[src/rtl/combat_engine.sv]
// Two-fighter combat resolver: decodes both action codes per step strobe, applies
// saturating damage with block halving and heavy-attack cooldown, and runs the round FSM.
//
// state   | meaning
// S_IDLE  | waiting for first start; healths held at MAX_HEALTH
// S_FIGHT | round in progress; each step resolves one exchange
// S_OVER  | a fighter reached 0; results frozen until start
module combat_engine #(
  parameter int HEALTH_W    = 7,
  parameter int MAX_HEALTH  = 100,
  parameter int ATTACK_DMG  = 10,
  parameter int HEAVY_DMG   = 25,
  parameter int BLOCK_SHIFT = 1,
  parameter int COOLDOWN    = 3
) (
  input  logic                clk,
  input  logic                reset,
  input  logic                start,
  input  logic                step,
  input  logic [3:0]          keyboard_input,
  input  logic [3:0]          cpu_input,
  output logic [HEALTH_W-1:0] p1_health_out,
  output logic [HEALTH_W-1:0] cpu_health_out,
  output logic                game_over,
  output logic [1:0]          winner,
  output logic                p1_heavy_ready,
  output logic                cpu_heavy_ready
);

  localparam int AW   = HEALTH_W + 1;
  localparam int CD_W = (COOLDOWN < 1) ? 1 : $clog2(COOLDOWN + 1);
  localparam logic [HEALTH_W-1:0] MAX_HP = HEALTH_W'(MAX_HEALTH);
  localparam logic [AW-1:0]       ATK_D  = AW'(ATTACK_DMG);
  localparam logic [AW-1:0]       HVY_D  = AW'(HEAVY_DMG);
  localparam logic [CD_W-1:0]     CD_LD  = CD_W'(COOLDOWN);

  typedef enum logic [1:0] {S_IDLE, S_FIGHT, S_OVER} state_t;
  typedef enum logic [1:0] {A_IDLE, A_ATK, A_BLK, A_HVY} act_t;

  state_t              state, state_nxt;
  logic [HEALTH_W-1:0] p1_hp, cpu_hp, p1_hp_nxt, cpu_hp_nxt;
  logic [HEALTH_W-1:0] p1_after, cpu_after;
  logic [CD_W-1:0]     p1_cd, cpu_cd, p1_cd_nxt, cpu_cd_nxt;
  logic [CD_W-1:0]     p1_cd_step, cpu_cd_step;
  logic [1:0]          winner_r, winner_nxt;
  logic [AW-1:0]       dmg_to_p1, dmg_to_cpu;
  act_t                p1_act, cpu_act;

  // A heavy attack still on cooldown degrades to idle rather than a normal attack.
  function automatic act_t decode(input logic [3:0] code, input logic cd_busy);
    case (code)
      4'd1:    return A_ATK;
      4'd2:    return A_BLK;
      4'd3:    return cd_busy ? A_IDLE : A_HVY;
      default: return A_IDLE;
    endcase
  endfunction

  function automatic logic [AW-1:0] dmg_of(input act_t a);
    case (a)
      A_ATK:   return ATK_D;
      A_HVY:   return HVY_D;
      default: return '0;
    endcase
  endfunction

  function automatic logic [HEALTH_W-1:0] apply_dmg(input logic [HEALTH_W-1:0] hp,
                                                    input logic [AW-1:0] dmg);
    logic [AW-1:0] hp_x;
    hp_x = {1'b0, hp};
    return (hp_x <= dmg) ? '0 : HEALTH_W'(hp_x - dmg);
  endfunction

  function automatic logic [CD_W-1:0] cd_update(input logic [CD_W-1:0] cd, input act_t a);
    if (a == A_HVY)  return CD_LD;
    else if (cd != '0) return cd - CD_W'(1);
    else             return cd;
  endfunction

  always_ff @(posedge clk or posedge reset) begin
    if (reset) begin
      state    <= S_IDLE;
      p1_hp    <= MAX_HP;
      cpu_hp   <= MAX_HP;
      p1_cd    <= '0;
      cpu_cd   <= '0;
      winner_r <= 2'b00;
    end else begin
      state    <= state_nxt;
      p1_hp    <= p1_hp_nxt;
      cpu_hp   <= cpu_hp_nxt;
      p1_cd    <= p1_cd_nxt;
      cpu_cd   <= cpu_cd_nxt;
      winner_r <= winner_nxt;
    end
  end

  always_comb begin
    state_nxt  = state;
    p1_hp_nxt  = p1_hp;
    cpu_hp_nxt = cpu_hp;
    p1_cd_nxt  = p1_cd;
    cpu_cd_nxt = cpu_cd;
    winner_nxt = winner_r;

    p1_act     = decode(keyboard_input, p1_cd != '0);
    cpu_act    = decode(cpu_input, cpu_cd != '0);
    dmg_to_cpu = dmg_of(p1_act);
    dmg_to_p1  = dmg_of(cpu_act);
    if (cpu_act == A_BLK) dmg_to_cpu = dmg_to_cpu >> BLOCK_SHIFT;
    if (p1_act == A_BLK)  dmg_to_p1  = dmg_to_p1 >> BLOCK_SHIFT;
    p1_after    = apply_dmg(p1_hp, dmg_to_p1);
    cpu_after   = apply_dmg(cpu_hp, dmg_to_cpu);
    p1_cd_step  = cd_update(p1_cd, p1_act);
    cpu_cd_step = cd_update(cpu_cd, cpu_act);

    case (state)
      S_IDLE, S_OVER: begin
        if (start) begin
          state_nxt  = S_FIGHT;
          p1_hp_nxt  = MAX_HP;
          cpu_hp_nxt = MAX_HP;
          p1_cd_nxt  = '0;
          cpu_cd_nxt = '0;
          winner_nxt = 2'b00;
        end
      end
      S_FIGHT: begin
        if (step) begin
          p1_hp_nxt  = p1_after;
          cpu_hp_nxt = cpu_after;
          p1_cd_nxt  = p1_cd_step;
          cpu_cd_nxt = cpu_cd_step;
          if (p1_after == '0 || cpu_after == '0) begin
            state_nxt  = S_OVER;
            winner_nxt = {p1_after == '0, cpu_after == '0};
          end
        end
      end
      default: state_nxt = S_IDLE;
    endcase
  end

  assign p1_health_out   = p1_hp;
  assign cpu_health_out  = cpu_hp;
  assign game_over       = (state == S_OVER);
  assign winner          = winner_r;
  assign p1_heavy_ready  = (p1_cd == '0);
  assign cpu_heavy_ready = (cpu_cd == '0);

endmodule

[config.mk]
export PLATFORM = sky130hd
export DESIGN_NAME = combat_engine
export DESIGN_NICKNAME = d
export VERILOG_FILES = /design/src/rtl/combat_engine.sv
export SDC_FILE = /design/constraint.sdc
export NUM_CORES = 1
export LEC_CHECK = 0
export CAP_MARGIN = 20
export CORE_MARGIN = 5
export CORE_UTILIZATION = 58
export CTS_BUF_LIST = sky130_fd_sc_hd__clkbuf_4 sky130_fd_sc_hd__clkbuf_8
export CTS_CLUSTER_DIAMETER = 120
export DETAILED_ROUTE_END_ITERATION = 16
export GPL_TIMING_DRIVEN = 1
export PLACE_DENSITY = 0.86
export SETUP_SLACK_MARGIN = 0.3
export SYNTH_ARGS = -nofsm -noshare
export SYNTH_HDL_FRONTEND = slang
export SYNTH_SLANG_ARGS = --single-unit
[constraint.sdc]
create_clock -name clk -period 5.1 [get_ports clk]
set_input_delay 1.02 -clock clk [delete_from_list [all_inputs] [get_ports clk]]
set_output_delay 1.02 -clock clk [all_outputs]
set_load 0.02 [all_outputs]
==> results of run 1 <==
-- critical path: stages --
cell and delay, ps:
sky130_fd_sc_hd__clkdlybuf4s50_1 580, sky130_fd_sc_hd__nor4b_1 540, sky130_fd_sc_hd__nand2b_1 140, sky130_fd_sc_hd__a21oi_1 170, sky130_fd_sc_hd__ha_1 190, sky130_fd_sc_hd__inv_1 60
sky130_fd_sc_hd__fa_1 400, sky130_fd_sc_hd__xor2_1 200, sky130_fd_sc_hd__nor4b_1 330, sky130_fd_sc_hd__o211a_1 200, sky130_fd_sc_hd__a32oi_1 150, sky130_fd_sc_hd__o21ai_1 150
sky130_fd_sc_hd__a22o_1 150
-- layout by cell type (no fill, tap or decap), types with 3 or more instances in the layout --
cell type	Yosys	layout
sky130_fd_sc_hd__clkbuf_4	0	3
sky130_fd_sc_hd__o21ai_1	15	15
sky130_fd_sc_hd__clkdlybuf4s50_1	0	30
sky130_fd_sc_hd__xor2_1	3	3
sky130_fd_sc_hd__nor4b_1	3	3
sky130_fd_sc_hd__ha_1	14	14
sky130_fd_sc_hd__dfstp_2	6	6
sky130_fd_sc_hd__or3_1	4	4
sky130_fd_sc_hd__nand3b_1	4	4
sky130_fd_sc_hd__nand3_1	8	8
sky130_fd_sc_hd__nand2b_1	5	5
sky130_fd_sc_hd__dfrtp_1	16	16
sky130_fd_sc_hd__o21ai_0	5	5
sky130_fd_sc_hd__a21boi_1	3	3
sky130_fd_sc_hd__nand2_1	26	26
sky130_fd_sc_hd__nor2_1	16	16
sky130_fd_sc_hd__inv_1	13	13
sky130_fd_sc_hd__xnor2_1	3	3
sky130_fd_sc_hd__a22o_1	7	7
sky130_fd_sc_hd__a21oi_1	11	11
-- per-stage QoR --
stage | total power, mW | util [%] | worst slack (ps) | std cells | cell area [um^2]
5_1_grt | 1.493 | 73.96 | 886.0 | 258 | 2039
3_5_place_dp | 1.267 | 72.64 | 776.1 | 254 | 2003
2_1_floorplan | 0.9803 | - | 1675 | 197 | 1683
4_1_cts | 1.371 | 73.96 | 1101 | 258 | 2039
3_3_place_gp | 1.234 | 72.64 | 770.5 | 254 | 2003
6_report | 1.376 | 73.96 | 1066 | 258 | 2039
-- synthesized netlist by cell type, drive strengths merged --
cell	n
and2	2
buf	1
ha	14
nor3	1
a32oi	1
nand2b	5
o211a	1
o2111a	1
a221o	1
fa	2
nand3	8
o211ai	2
dfstp	6
dfrtp	16
or3	4
a22o	7
or3b	1
o2111ai	1
o41a	1
xnor2	3
a21boi	3
a2bb2oi	1
clkbuf	3
inv	13
o21a	1
nand2	26
nor2b	2
nor4b	3
nor2	16
a21oi	11
o2bb2ai	1
xor2	3
or2	1
o22ai	1
o32a	2
or4b	1
a211oi	2
a31oi	2
nand3b	4
o31a	1
o21ai	20
nand4b	2
-- sequential cells by signal, summed over array words and instances, names as in the netlist --
register	cells
state	2
cpu_health_out	7
cpu_cd	2
winner	2
p1_cd	2
p1_health_out	7
-- routing by layer --
metal / share of wire [%] / global-route usage [%] / up-vias
met5: 0 / 0 / -
met4: 0.74 / 6.234 / 0
met3: 8.9 / 4.378 / 4
met2: 46 / 35.93 / 69
met1: 44 / 30.77 / 774
li1: - / - / 777
-- cell type report --
| class | count | area share (%) |
|---|---|---|
| clock buffer | 4 | 1.779 |
| inverter | 13 | 2.393 |
| multi-input combinational | 158 | 51.84 |
| sequential | 22 | 27.36 |
| tap | 31 | 1.902 |
| timing repair buffer | 30 | 14.72 |
-- cells by family after synthesis --
group / Yosys count / synth area share (%)
xor gates and xnor gates: 6 / 3.123
AOI/OAI and AO/OA: 60 / 24.16
and+or+nand+nor: 76 / 22.75
adders and majority gates: 16 / 12.79
DFF: 22 / 33.16
buffers and inverters: 17 / 4.015
-- worst min-delay path by stage --
| stage | start | to | slack [ps] |
|---|---|---|---|
| 6_report | p1_health_out[0] | p1_health_out[0] | 540 |
| 5_1_grt | p1_health_out[6] | p1_health_out[6] | 560 |
| 4_1_cts | p1_health_out[0] | p1_health_out[0] | 540 |
| 3_5_place_dp | p1_health_out[0] | p1_health_out[0] | 510 |
| 3_3_place_gp | p1_health_out[0] | p1_health_out[0] | 500 |
| 2_1_floorplan | cpu_cd[1] | cpu_cd[1] | 490 |
-- where the power goes --
part           total, mW  internal, mW  leakage, nW  switching [mW]
logic              0.921         0.399        0.549           0.522
registers          0.357         0.274        0.266          0.0829
clock network     0.0978        0.0435       0.0210          0.0542
total               1.38         0.717        0.836           0.659
==> metrics.txt, run 1 <==
run status finished clean; detailed-route via count 1624; Hold Crit Depth 2; Crit path arrival time 4280 ps; Syn Nets 225; total leakage power 0.8361 nW; normalized max-slew margin 32.34%; total clock buffers created by CTS 3; largest net degree at the start of global routing 23; antenna violations before repair 0; CTS Root Cell sky130_fd_sc_hd__clkbuf_4; fin crit share 79.09%; Reg clk slew, reported paths 120 ps; Placeable Area 0.002758 mm^2; vertical die dimension 63.87 um; DRC violation count after routing 0; number of hold violations in the final report 0; launching element type of the critical path input pin; post-cts hold buffer count 0; initial standard-cell utilization of the core 61.03%; capture instance of the worst register-to-register path state[1]; clock period minus worst slack 4034 ps; unique cell type count in the Yosys netlist 44; Worst Path Class, Setup in2reg; TritonCTS sink count 22; DP HPWL 3.371 mm; antenna fix cells 0; P per Cell Area 674.9 mW/mm^2; worst flop-to-flop path startpoint p1_cd[0]; Yosys top cell area share 23.79%; Worst-Margin Slew 1011 ps; count of antenna-violating nets left after detailed routing 0; number of buffers between clock root and the deepest sink 2; Syn Area/Cell 8.542 um^2; drt first-iter violations 193; Setup Viol. Count Final 0; worst setup slack for register-to-register paths 1940 ps; overall routing resource usage 22.43%; setup fix buffers added after clock tree synthesis 0; wire length of the first global-routing pass 7.555 mm; Ys Warns 0; layout overhead on the synthesized area 21.19%; Worst Setup SP keyboard_input[1]; multi-input combinational cell area 0.001057 mm^2; count of mapped cells out of synthesis 197; Worst Path Required 5350 ps; final sum of negative setup slack 0 ps; vias in the first global route 1598; number of optimization iterations in the first detailed-route pass 4; Clock Latency Late Sink 310 ps; storage element area 558.0 um^2; std cell rows 19; total of flip-flops plus latches after synthesis 22; Max Slew Vio Count 0; unrepaired setup endpoints after global routing no; detailed-route wire length 4.325 mm; total grt overflow 0; Synth area leader sky130_fd_sc_hd__dfrtp_1; number of filler instances in the final layout 215; FF-to-FF path depth 11; I/O pin count 31; highest ir drop seen on vdd 0.5038 mV; area enclosed by the die boundary 0.004079 mm^2; post-cts repair resize count 0; detailed-route wire length per cell 16.76 um; worst min-delay path class reg2reg; worst hold margin 540.5 ps; Final Skew 10.60 ps; placer's final routability congestion estimate 1.034; Nets 256; TritonCTS clock tree yes; share of post-route cells with drive strength above 1 4.846%; count of max-cap constraint violations 0; maximum fanout encountered on the critical timing path 7; timing endpoint of the critical path state[1]; post-synthesis instance area 0.001683 mm^2; die width 63.87 um; top achievable clock speed 0.2479 GHz; portion of the post-synthesis area used by sequential elements 33.16%; dominant cells by area after synthesis sky130_fd_sc_hd__dfrtp_1, sky130_fd_sc_hd__ha_1, sky130_fd_sc_hd__dfstp_2; Vias per Instance 6.295; Critical Path End Type flip-flop; number of buffers inserted by port buffering 30; depth of the CTS H-tree 1
Note: power is estimated with default switching activity, not from simulation.
==> run 2: changes to the inputs <==
Settings changed: CORE_UTILIZATION 58 to 54, PLACE_DENSITY 0.86 to 0.81.
Clock period 5.1 ns to 3.9 ns, I/O delays scaled along.
==> run 2 against run 1 <==
Global-route usage grew 0.35 points. Clock skew fell by 9.5 ps. Setup slack lost 670 ps. Sequential power grew 30%. Sequential share of layout area is 1.5 points lower. Worst hold slack barely moved. Highest routed layer unchanged. Power up 34%.
==> metrics.txt, run 2 (synthesized netlist as in run 1, its figures left out) <==
depth of the CTS H-tree 1 (unchanged); Setup Viol. Count Final 0 (unchanged); layout overhead on the synthesized area 28.18% (was 21.19%); Worst Path Class, Setup in2reg (unchanged); number of buffers inserted by port buffering 30 (unchanged); drt first-iter violations 142 (was 193); detailed-route wire length 4.576 mm (was 4.325 mm); placer's final routability congestion estimate 0.9525 (was 1.034); commonest cells after routing, fill and taps aside sky130_fd_sc_hd__clkdlybuf4s50_1, sky130_fd_sc_hd__nand2_1, sky130_fd_sc_hd__dfrtp_1 (was sky130_fd_sc_hd__clkdlybuf4s50_1, sky130_fd_sc_hd__nand2_1, sky130_fd_sc_hd__nor2_1, sky130_fd_sc_hd__dfrtp_1, sky130_fd_sc_hd__o21ai_1); detailed-route wire length per cell 16.40 um (was 16.76 um); total clock buffers created by CTS 3 (unchanged); Hold Crit Depth 2 (unchanged); vias in the first global route 1652 (was 1598); Critical Path End Type flip-flop (unchanged); unrepaired setup endpoints after global routing yes (was no); I/O pin count 31 (unchanged); TritonCTS sink count 22 (unchanged); total grt overflow 0 (unchanged); final standard cell count with taps included and fillers excluded 279 (was 258); Worst Path Required 4140 ps (was 5350 ps); Max Slew Vio Count 0 (unchanged); share of post-route cells with drive strength above 1 10.64% (was 4.846%); Slowest Stage Delay on Critical Path 500 ps (was 580 ps); top achievable clock speed 0.2852 GHz; Vias per Instance 5.932 (was 6.295); number of optimization iterations in the first detailed-route pass 5 (was 4); capture instance of the worst register-to-register path winner[0] (was state[1]); worst flop-to-flop path startpoint p1_cd[0] (unchanged); fin crit share 89.89%; leading cell type in the layout, fill and taps excluded sky130_fd_sc_hd__clkdlybuf4s50_1 (unchanged); DP HPWL 3.532 mm (was 3.371 mm); DRC violation count after routing 0 (unchanged); Crit path arrival time 3750 ps (was 4280 ps); timing endpoint of the critical path winner[0] (was state[1]); normalized max-slew margin 42.20% (was 32.34%); overall routing resource usage 22.78% (was 22.43%); post-route worst setup slack 394.1 ps (was 1066 ps); clock period minus worst slack 3506 ps; Worst Setup SP keyboard_input[3] (was keyboard_input[1]); post-cts repair resize count 0 (unchanged); maximum fanout encountered on the critical timing path 4 (was 7); worst setup slack for register-to-register paths 870 ps (was 1940 ps); Nets 264 (was 256); CTS Root Cell sky130_fd_sc_hd__clkbuf_4 (unchanged); post-cts hold buffer count 0 (unchanged); setup fix buffers added after clock tree synthesis 0 (unchanged); antenna violations before repair 0 (unchanged); final sum of negative setup slack 0 ps (unchanged); Reg clk slew, reported paths 130 ps (was 120 ps); highest ir drop seen on vdd 0.4423 mV (was 0.5038 mV); launching element type of the critical path input pin (unchanged); Final Skew 1.145 ps (was 10.60 ps); worst hold margin 540.4 ps (was 540.5 ps); number of hold violations in the final report 0 (unchanged); Worst-Margin Slew 866.1 ps (was 1011 ps); die width 65.83 um (was 63.87 um); std cell rows 20 (was 19); Clock Latency Late Sink 310 ps (about the same); detailed-route via count 1655 (was 1624); vertical die dimension 65.83 um (was 63.87 um); initial standard-cell utilization of the core 55.58% (was 61.03%); wire length of the first global-routing pass 7.721 mm (was 7.555 mm); Placeable Area 0.003028 mm^2 (was 0.002758 mm^2); setup slack after placement 12.58 ps (was 776.1 ps); CP max-delay cell sky130_fd_sc_hd__or4b_1 (was sky130_fd_sc_hd__clkdlybuf4s50_1); count of antenna-violating nets left after detailed routing 0 (unchanged); Placed Instances 275 (was 254); FF-to-FF path depth 11 (unchanged); series of cell instances along the critical path clkdlybuf4s50_1 > nor2_2 > nand3_1 > or3_4 > ha_2 > or4b_1 > o2111ai_1 > a211oi_2 > o41a_1 > o31a_1 > o21ai_1 (was clkdlybuf4s50_1 > nor4b_1 > nand2b_1 > a21oi_1 > ha_1 > inv_1 > fa_1 > xor2_1 > nor4b_1 > o211a_1 > a32oi_1 > o21ai_1 > a22o_1); total leakage power 0.8972 nW (was 0.8361 nW); run status finished clean (unchanged); number of buffers between clock root and the deepest sink 2 (unchanged); worst min-delay path class reg2reg (unchanged); antenna fix cells 0 (unchanged); P per Cell Area 852.4 mW/mm^2 (was 674.9 mW/mm^2); count of max-cap constraint violations 0 (unchanged); TritonCTS clock tree yes (unchanged); largest net degree at the start of global routing 23 (unchanged); area enclosed by the die boundary 0.004333 mm^2 (was 0.004079 mm^2)
==> run 2: per-stage QoR <==
step                      total power [mW]  utilization [%]  area [um^2]
after global placement               1.636            68.68         2079
after floorplan                      1.282                -         1683
after global routing                 1.988            71.24         2157
after detailed placement             1.679            68.68         2079
final                                1.839            71.24         2157
after CTS                            1.815            69.88         2116
==> run 2: critical path: cells and delay by family <==
family,cells,cell delay (ps)
buffers and inverters,1,480
AND/OR/NAND/NOR,4,1270
adder cells (fa/ha/maj),1,190
AO/OA/AOI/OAI,5,1030
==> run 2: layout make-up <==
cell class / instances / area, um^2
multi-input combinational: 158 / 1096
fill: 263 / 870.8
sequential: 22 / 558.0
timing repair buffer: 38 / 362.8
tap: 44 / 55.05
inverter: 13 / 48.80
clock buffer: 4 / 36.28
==> run 2: report_power, final <==
group | switching (mW) | leakage, nW | internal [mW]
clock network | 0.0743 | 0.0210 | 0.0569
logic | 0.699 | 0.610 | 0.545
registers | 0.105 | 0.266 | 0.359
==> run 2: how the worst min path moves through the flow <==
stage | start | endpoint | slack [ps]
3_5_place_dp | p1_health_out[0] | p1_health_out[0] | 510
3_3_place_gp | cpu_health_out[0] | cpu_health_out[0] | 500
4_1_cts | p1_health_out[0] | p1_health_out[0] | 540
2_1_floorplan | cpu_cd[1] | cpu_cd[1] | 490
6_report | p1_health_out[0] | p1_health_out[0] | 540
5_1_grt | cpu_cd[1] | cpu_cd[1] | 580
==> run 2: per-layer routing <==
metal	GRT usage, %	up-vias	part of all wire [%]
li1	-	794	-
met1	30.06	791	45
met2	37.92	64	47
met3	4.252	6	7.4
met4	6.218	0	0.92
met5	0	-	0
==> run 3: changes to the inputs <==
Settings changed: CORE_UTILIZATION 54 to 40, PLACE_DENSITY 0.81 to 0.63.
==> run 3 against run 2 <==
Die area rose by 29%. Worst hold slack got worse by 17 ps. Via count decreased by 1.8%. Largest cell class unchanged. Final area is 3.8% higher. First-iteration DRC count down 72%. Clock skew grew 4.5 ps. Setup slack improved by 57 ps. Clock power is 28% higher. Sequential cell count is the same. Highest routed layer unchanged. Routed wire length decreased by 2.2%. Final cell count up 3.9%. Critical path type unchanged.
==> metrics.txt, run 3 (synthesized netlist as in run 1, its figures left out) <==
run status finished clean (unchanged); start point of the worst min-delay path p1_health_out[0] (unchanged); number of buffers inserted by port buffering 30 (unchanged); clock network fraction of design power 8.9% (was 7.1%); CTS Root Cell sky130_fd_sc_hd__clkbuf_8 (was sky130_fd_sc_hd__clkbuf_4); share of post-route cells with drive strength above 1 12.92% (was 10.64%); worst flop-to-flop path startpoint p1_cd[0] (unchanged); std cell rows 23 (was 20); wire length of the first global-routing pass 7.452 mm (was 7.721 mm); Crit path arrival time 3650 ps (was 3750 ps); instance area at placement 0.002125 mm^2 (was 0.002079 mm^2); switching share of total power 45.88% (was 47.78%); Placeable Area 0.004029 mm^2 (was 0.003028 mm^2); sequential fraction of design power 24.6% (was 25.2%); total grt overflow 0 (unchanged); storage element area 558.0 um^2 (unchanged); detailed-route via count 1625 (was 1655); Clock Latency Late Sink 260 ps (was 310 ps); count of antenna-violating nets left after detailed routing 0 (unchanged); DP HPWL 3.372 mm (was 3.532 mm); Worst Path Class, Setup in2reg (unchanged); Setup Viol. Count Final 0 (unchanged); antenna fix cells 0 (unchanged); Vias per Instance 5.603 (was 5.932); launching element type of the critical path input pin (unchanged); drt first-iter violations 40 (was 142); detailed-route wire length 4.474 mm (was 4.576 mm); fin crit share 88.42% (was 89.89%); TritonCTS clock tree yes (unchanged); total leakage power 0.9399 nW (was 0.8972 nW); vertical die dimension 74.86 um (was 65.83 um); top achievable clock speed 0.2900 GHz (was 0.2852 GHz); multi-input combinational cell area 0.001112 mm^2 (was 0.001096 mm^2); vias in the first global route 1542 (was 1652); clock period minus worst slack 3449 ps (was 3506 ps); combinational share of power 66.4% (was 67.7%); P per Cell Area 840.9 mW/mm^2 (was 852.4 mW/mm^2); final sum of negative setup slack 0 ps (unchanged); placer's final routability congestion estimate 0.9166 (was 0.9525); highest ir drop seen on vdd 0.4204 mV (was 0.4423 mV); DRC violation count after routing 0 (unchanged); capture instance of the worst register-to-register path winner[0] (unchanged); Hold Crit Depth 2 (unchanged); Worst-Margin Slew 895.9 ps (was 866.1 ps); Critical Path End Type flip-flop (unchanged); initial standard-cell utilization of the core 41.77% (was 55.58%); die width 74.86 um (was 65.83 um); area enclosed by the die boundary 0.005604 mm^2 (was 0.004333 mm^2); cell internal power dissipation 1.019 mW (was 0.9601 mW); CP max-delay cell sky130_fd_sc_hd__clkdlybuf4s50_1 (was sky130_fd_sc_hd__or4b_1); FF-to-FF path depth 11 (unchanged); net load switching power 0.8640 mW (was 0.8785 mW); depth of the CTS H-tree 1 (unchanged); Max Slew Vio Count 0 (unchanged); worst setup slack for register-to-register paths 880 ps (was 870 ps); Worst Path Required 4100 ps (was 4140 ps); overall routing resource usage 17.04% (was 22.78%); detailed-route wire length per cell 15.43 um (was 16.40 um); count of max-cap constraint violations 0 (unchanged); number of optimization iterations in the first detailed-route pass 4 (was 5); worst min-delay path class reg2reg (unchanged); layout overhead on the synthesized area 33.09% (was 28.18%); Nets 269 (was 264); commonest cells after routing, fill and taps aside sky130_fd_sc_hd__clkdlybuf4s50_1, sky130_fd_sc_hd__nand2_1, sky130_fd_sc_hd__dfrtp_1 (unchanged); Final Skew 5.672 ps (was 1.145 ps); total clock buffers created by CTS 3 (unchanged); maximum fanout encountered on the critical timing path 4 (unchanged); number of buffers between clock root and the deepest sink 2 (unchanged); TritonCTS sink count 22 (unchanged); antenna violations before repair 0 (unchanged); I/O pin count 31 (unchanged); post-cts hold buffer count 0 (unchanged); Reg clk slew, reported paths 90 ps (was 130 ps); post-route design area 0.002240 mm^2 (was 0.002157 mm^2); unrepaired setup endpoints after global routing no (was yes); number of hold violations in the final report 0 (unchanged); series of cell instances along the critical path clkdlybuf4s50_1 > buf_4 > nand3_2 > or3_1 > ha_1 > or4b_1 > o2111ai_1 > a211oi_2 > o41a_1 > o31a_1 > o21ai_1 (was clkdlybuf4s50_1 > nor2_2 > nand3_1 > or3_4 > ha_2 > or4b_1 > o2111ai_1 > a211oi_2 > o41a_1 > o31a_1 > o21ai_1); Slowest Stage Delay on Critical Path 530 ps (was 500 ps); normalized max-slew margin 40.21% (was 42.20%); leading cell type in the layout, fill and taps excluded sky130_fd_sc_hd__clkdlybuf4s50_1 (unchanged); largest net degree at the start of global routing 23 (unchanged); number of filler instances in the final layout 365 (was 263); worst-case hold path end point p1_health_out[0] (unchanged)
[run 3: what timing repair did]
action,in CTS,in global routing
resized for setup,1,11
setup buffers,0,0
pin swaps,0,2
endpoints found under the setup margin,2,7
hold endpoints to repair,0,0
[run 3: worst max-delay path, delay by kind of cell]
family                   cells  cell delay (ps)
AO/OA/AOI/OAI                5             1010
adder cells (fa/ha/maj)      1              220
buffers and inverters        2              670
AND/OR/NAND/NOR              3              990
[run 3: per-stage QoR]
step / cells / hold WS, ps / setup slack [ps] / util, % / power [mW]
after floorplan: 197 / 489.3 / 714.6 / - / 1.282
after global placement: 286 / 497.3 / 12.82 / 52.73 / 1.701
after detailed placement: 286 / 506.2 / 19.69 / 52.73 / 1.700
after CTS: 290 / 528.0 / 382.6 / 54.25 / 1.878
after global routing: 290 / 561.2 / 306.3 / 55.59 / 2.052
final: 290 / 523.4 / 451.4 / 55.59 / 1.883
[run 3: final cells by class]
cell class                      count  share of cell area, %
Clock buffer                        4                  2.458
Inverter                           13                  2.179
Timing Repair Buffer               43                  17.99
Tap cell                           50                  2.793
Multi-Input combinational cell    158                  49.66
Sequential cell                    22                  24.92
[run 3: worst max path at each step]
stage / start / end / cells after the start
after floorplan: cpu_input[0] / winner[0] / 12
after global placement: cpu_input[0] / winner[0] / 13
after detailed placement: cpu_input[0] / winner[0] / 13
after CTS: keyboard_input[0] / state[1] / 14
after global routing: cpu_input[2] / winner[0] / 13
final: keyboard_input[0] / winner[0] / 11
[run 3: power by group through the flow]
stage	combinational, mW	clock [mW]	sequential (mW)
floorplan	0.755	0	0.527
global placement	1.23	0	0.466
detailed placement	1.23	0	0.466
CTS	1.24	0.174	0.462
global route	1.39	0.182	0.481
finish	1.25	0.168	0.464
[run 3: layer usage]
metal  vias up  track usage (%)  wire (um)
met2        40            25.53       1928
met3         4            3.204        211
met4         0            3.557         31
met1       776            25.50       2302
li1        805                -          -
met5         -                0          0
==> edit (settings of run 3) <==
The parameter `COOLDOWN` goes from 3 to 2.
--- a/src/rtl/combat_engine.sv
+++ b/src/rtl/combat_engine.sv
@@ -12,5 +12,5 @@
   parameter int HEAVY_DMG   = 25,
   parameter int BLOCK_SHIFT = 1,
-  parameter int COOLDOWN    = 3
+  parameter int COOLDOWN    = 2
 ) (
   input  logic                clk,
Formal check against the unedited RTL: not equivalent (Yosys sat finds a counterexample within 10 cycles, from zero or initial values and one cycle with reset high).
==> edit against run 3 <==
- final area grew 6.4%
- critical path type unchanged
- synthesized cell count grew 5.6%
- critical path depth grew 2
- register-to-register slack is essentially flat
- non-clock buffer count grew 4
- total power grew 3.0%
- sequential cell count is the same
- via count grew 4.4%
- area after synthesis grew 4.8%
- setup slack lost 0.071 ns
- first-iteration DRC count shrank 7.5%
- wire length grew 2.1%
- clock power shrank 2%
==> edit: results (changes against run 3) <==
nets@finish 282 (+4.8%); status completed; ranking of synthesized cells by area dfrtp_1 23%, dfstp_2 8.9%, ha_1 8.5%; initial antenna violation count 0 (unchanged); met1 WL 2358 µm (+2.4%); Met2 Wirelength 1981 µm (+2.7%); Synth top cells by count 22 x nand2_1, 18 x inv_1, 18 x nor2_1; worst vdd ir 0.0004441 V (+5.6%); Root Buffer clkbuf_8; WL final 4568 µm (+2.1%); sequential power 0.470 mW (+1%); dpl cells 302 (+5.6%); XOR/XNOR Fraction of Synth Area 2.981% (-0.14 points); clock buffer depth 2 (unchanged); Post-DP Area 2225 µm² (+4.7%); final cell count without fillers 307 (+5.9%); gr usage total 15.33% (-1.7 points); routing usage on met2 22.77% (-2.8 points); clock-pin slew on the worst setup and hold paths 0.08 ns; met3 Usage GRT 3.664% (+0.46 points); clk_lat worst skew 0.26 ns (about the same); PD cells 813.6 nW/µm² (-3.3%); Routed met3 length 179 µm (-15%); Adder-Cell Fraction of Synth Area 10.79% (-2.0 points); maximum number of pins on one net before global-route repair 23 (unchanged); Final Skew 0.005073 ns (-0.0005994 ns); TritonCTS Buffers 3 (unchanged); post-cts resize count 4 (+3); Power Clock 0.164 mW (-2%); mux cell area share after synthesis 1.774% (+1.8 points); fraction of layout cells with a size suffix above 1 19.61% (+6.7 points); H-tree depth 1 (unchanged); post-DP HPWL 3430 µm (+1.7%); initial DRC count 37 (-7.5%); slowest cell delay on critical path 0.53 ns (about the same); Crit path arrival time 3.66 ns (about the same); worst min path class flop to flop; Gate Count Post-Synth 208 (+5.6%); global placement routability congestion 0.8095 (-12%); Compound-Gate Fraction of Synth Area 25.20% (+1.0 points); uppermost layer routed met4; Mapped Nets 234 (+4.0%); worst rel slew slack 43.71% (+3.5 points); vias in the first global route 1657 (+7.5%); Vias 1697 (+4.4%); Synth async-reset ratio 100.0% (unchanged); dpl ws -0.1112 ns (-0.1309 ns); sw frac 46.48% (+0.61 points); leakage 1.025 nW (+9.0%); post-synth cell types 55 (+25%); GR Util met1 22.41% (-3.1 points); register area share after synthesis 31.65% (-1.5 points)
## edit: cell count changes after synthesis, sizes merged, moves of 3 or more
cell,run 3,this run
nand3,8,11
a22o,7,2
a21o,0,3
o31ai,0,4
nand4,0,4
inv,13,18
o21ai,20,17
nand2,26,22
nand3b,4,1
nor2,16,19
## edit: worst paths after layout
| check | start | slack, ns | endpoint | cells past startpoint |
|---|---|---|---|---|
| setup / recovery | cpu_input[3] | 0.38 | winner[0] | 13 |
| hold / removal | p1_cd[0] | 0.49 | p1_cd[0] | 1 |
| setup reg to reg | cpu_cd[0] | 0.88 | winner[0] | 14 |
| hold reg to reg | p1_cd[0] | 0.49 | p1_cd[0] | 1 |
| max in group asynchronous | reset | 2.38 | cpu_health_out[4] | 2 |
| min in group asynchronous | reset | 0.99 | p1_health_out[1] | 2 |
## edit: final cells by class
cell class,count,area [µm²]
fillers,418,1941
repair buffers,47,442.9
multi-input cells,164,1195
clock buffers,4,55.05
well taps,52,65.06
flip-flops and latches,22,558.0
inverters,18,67.56
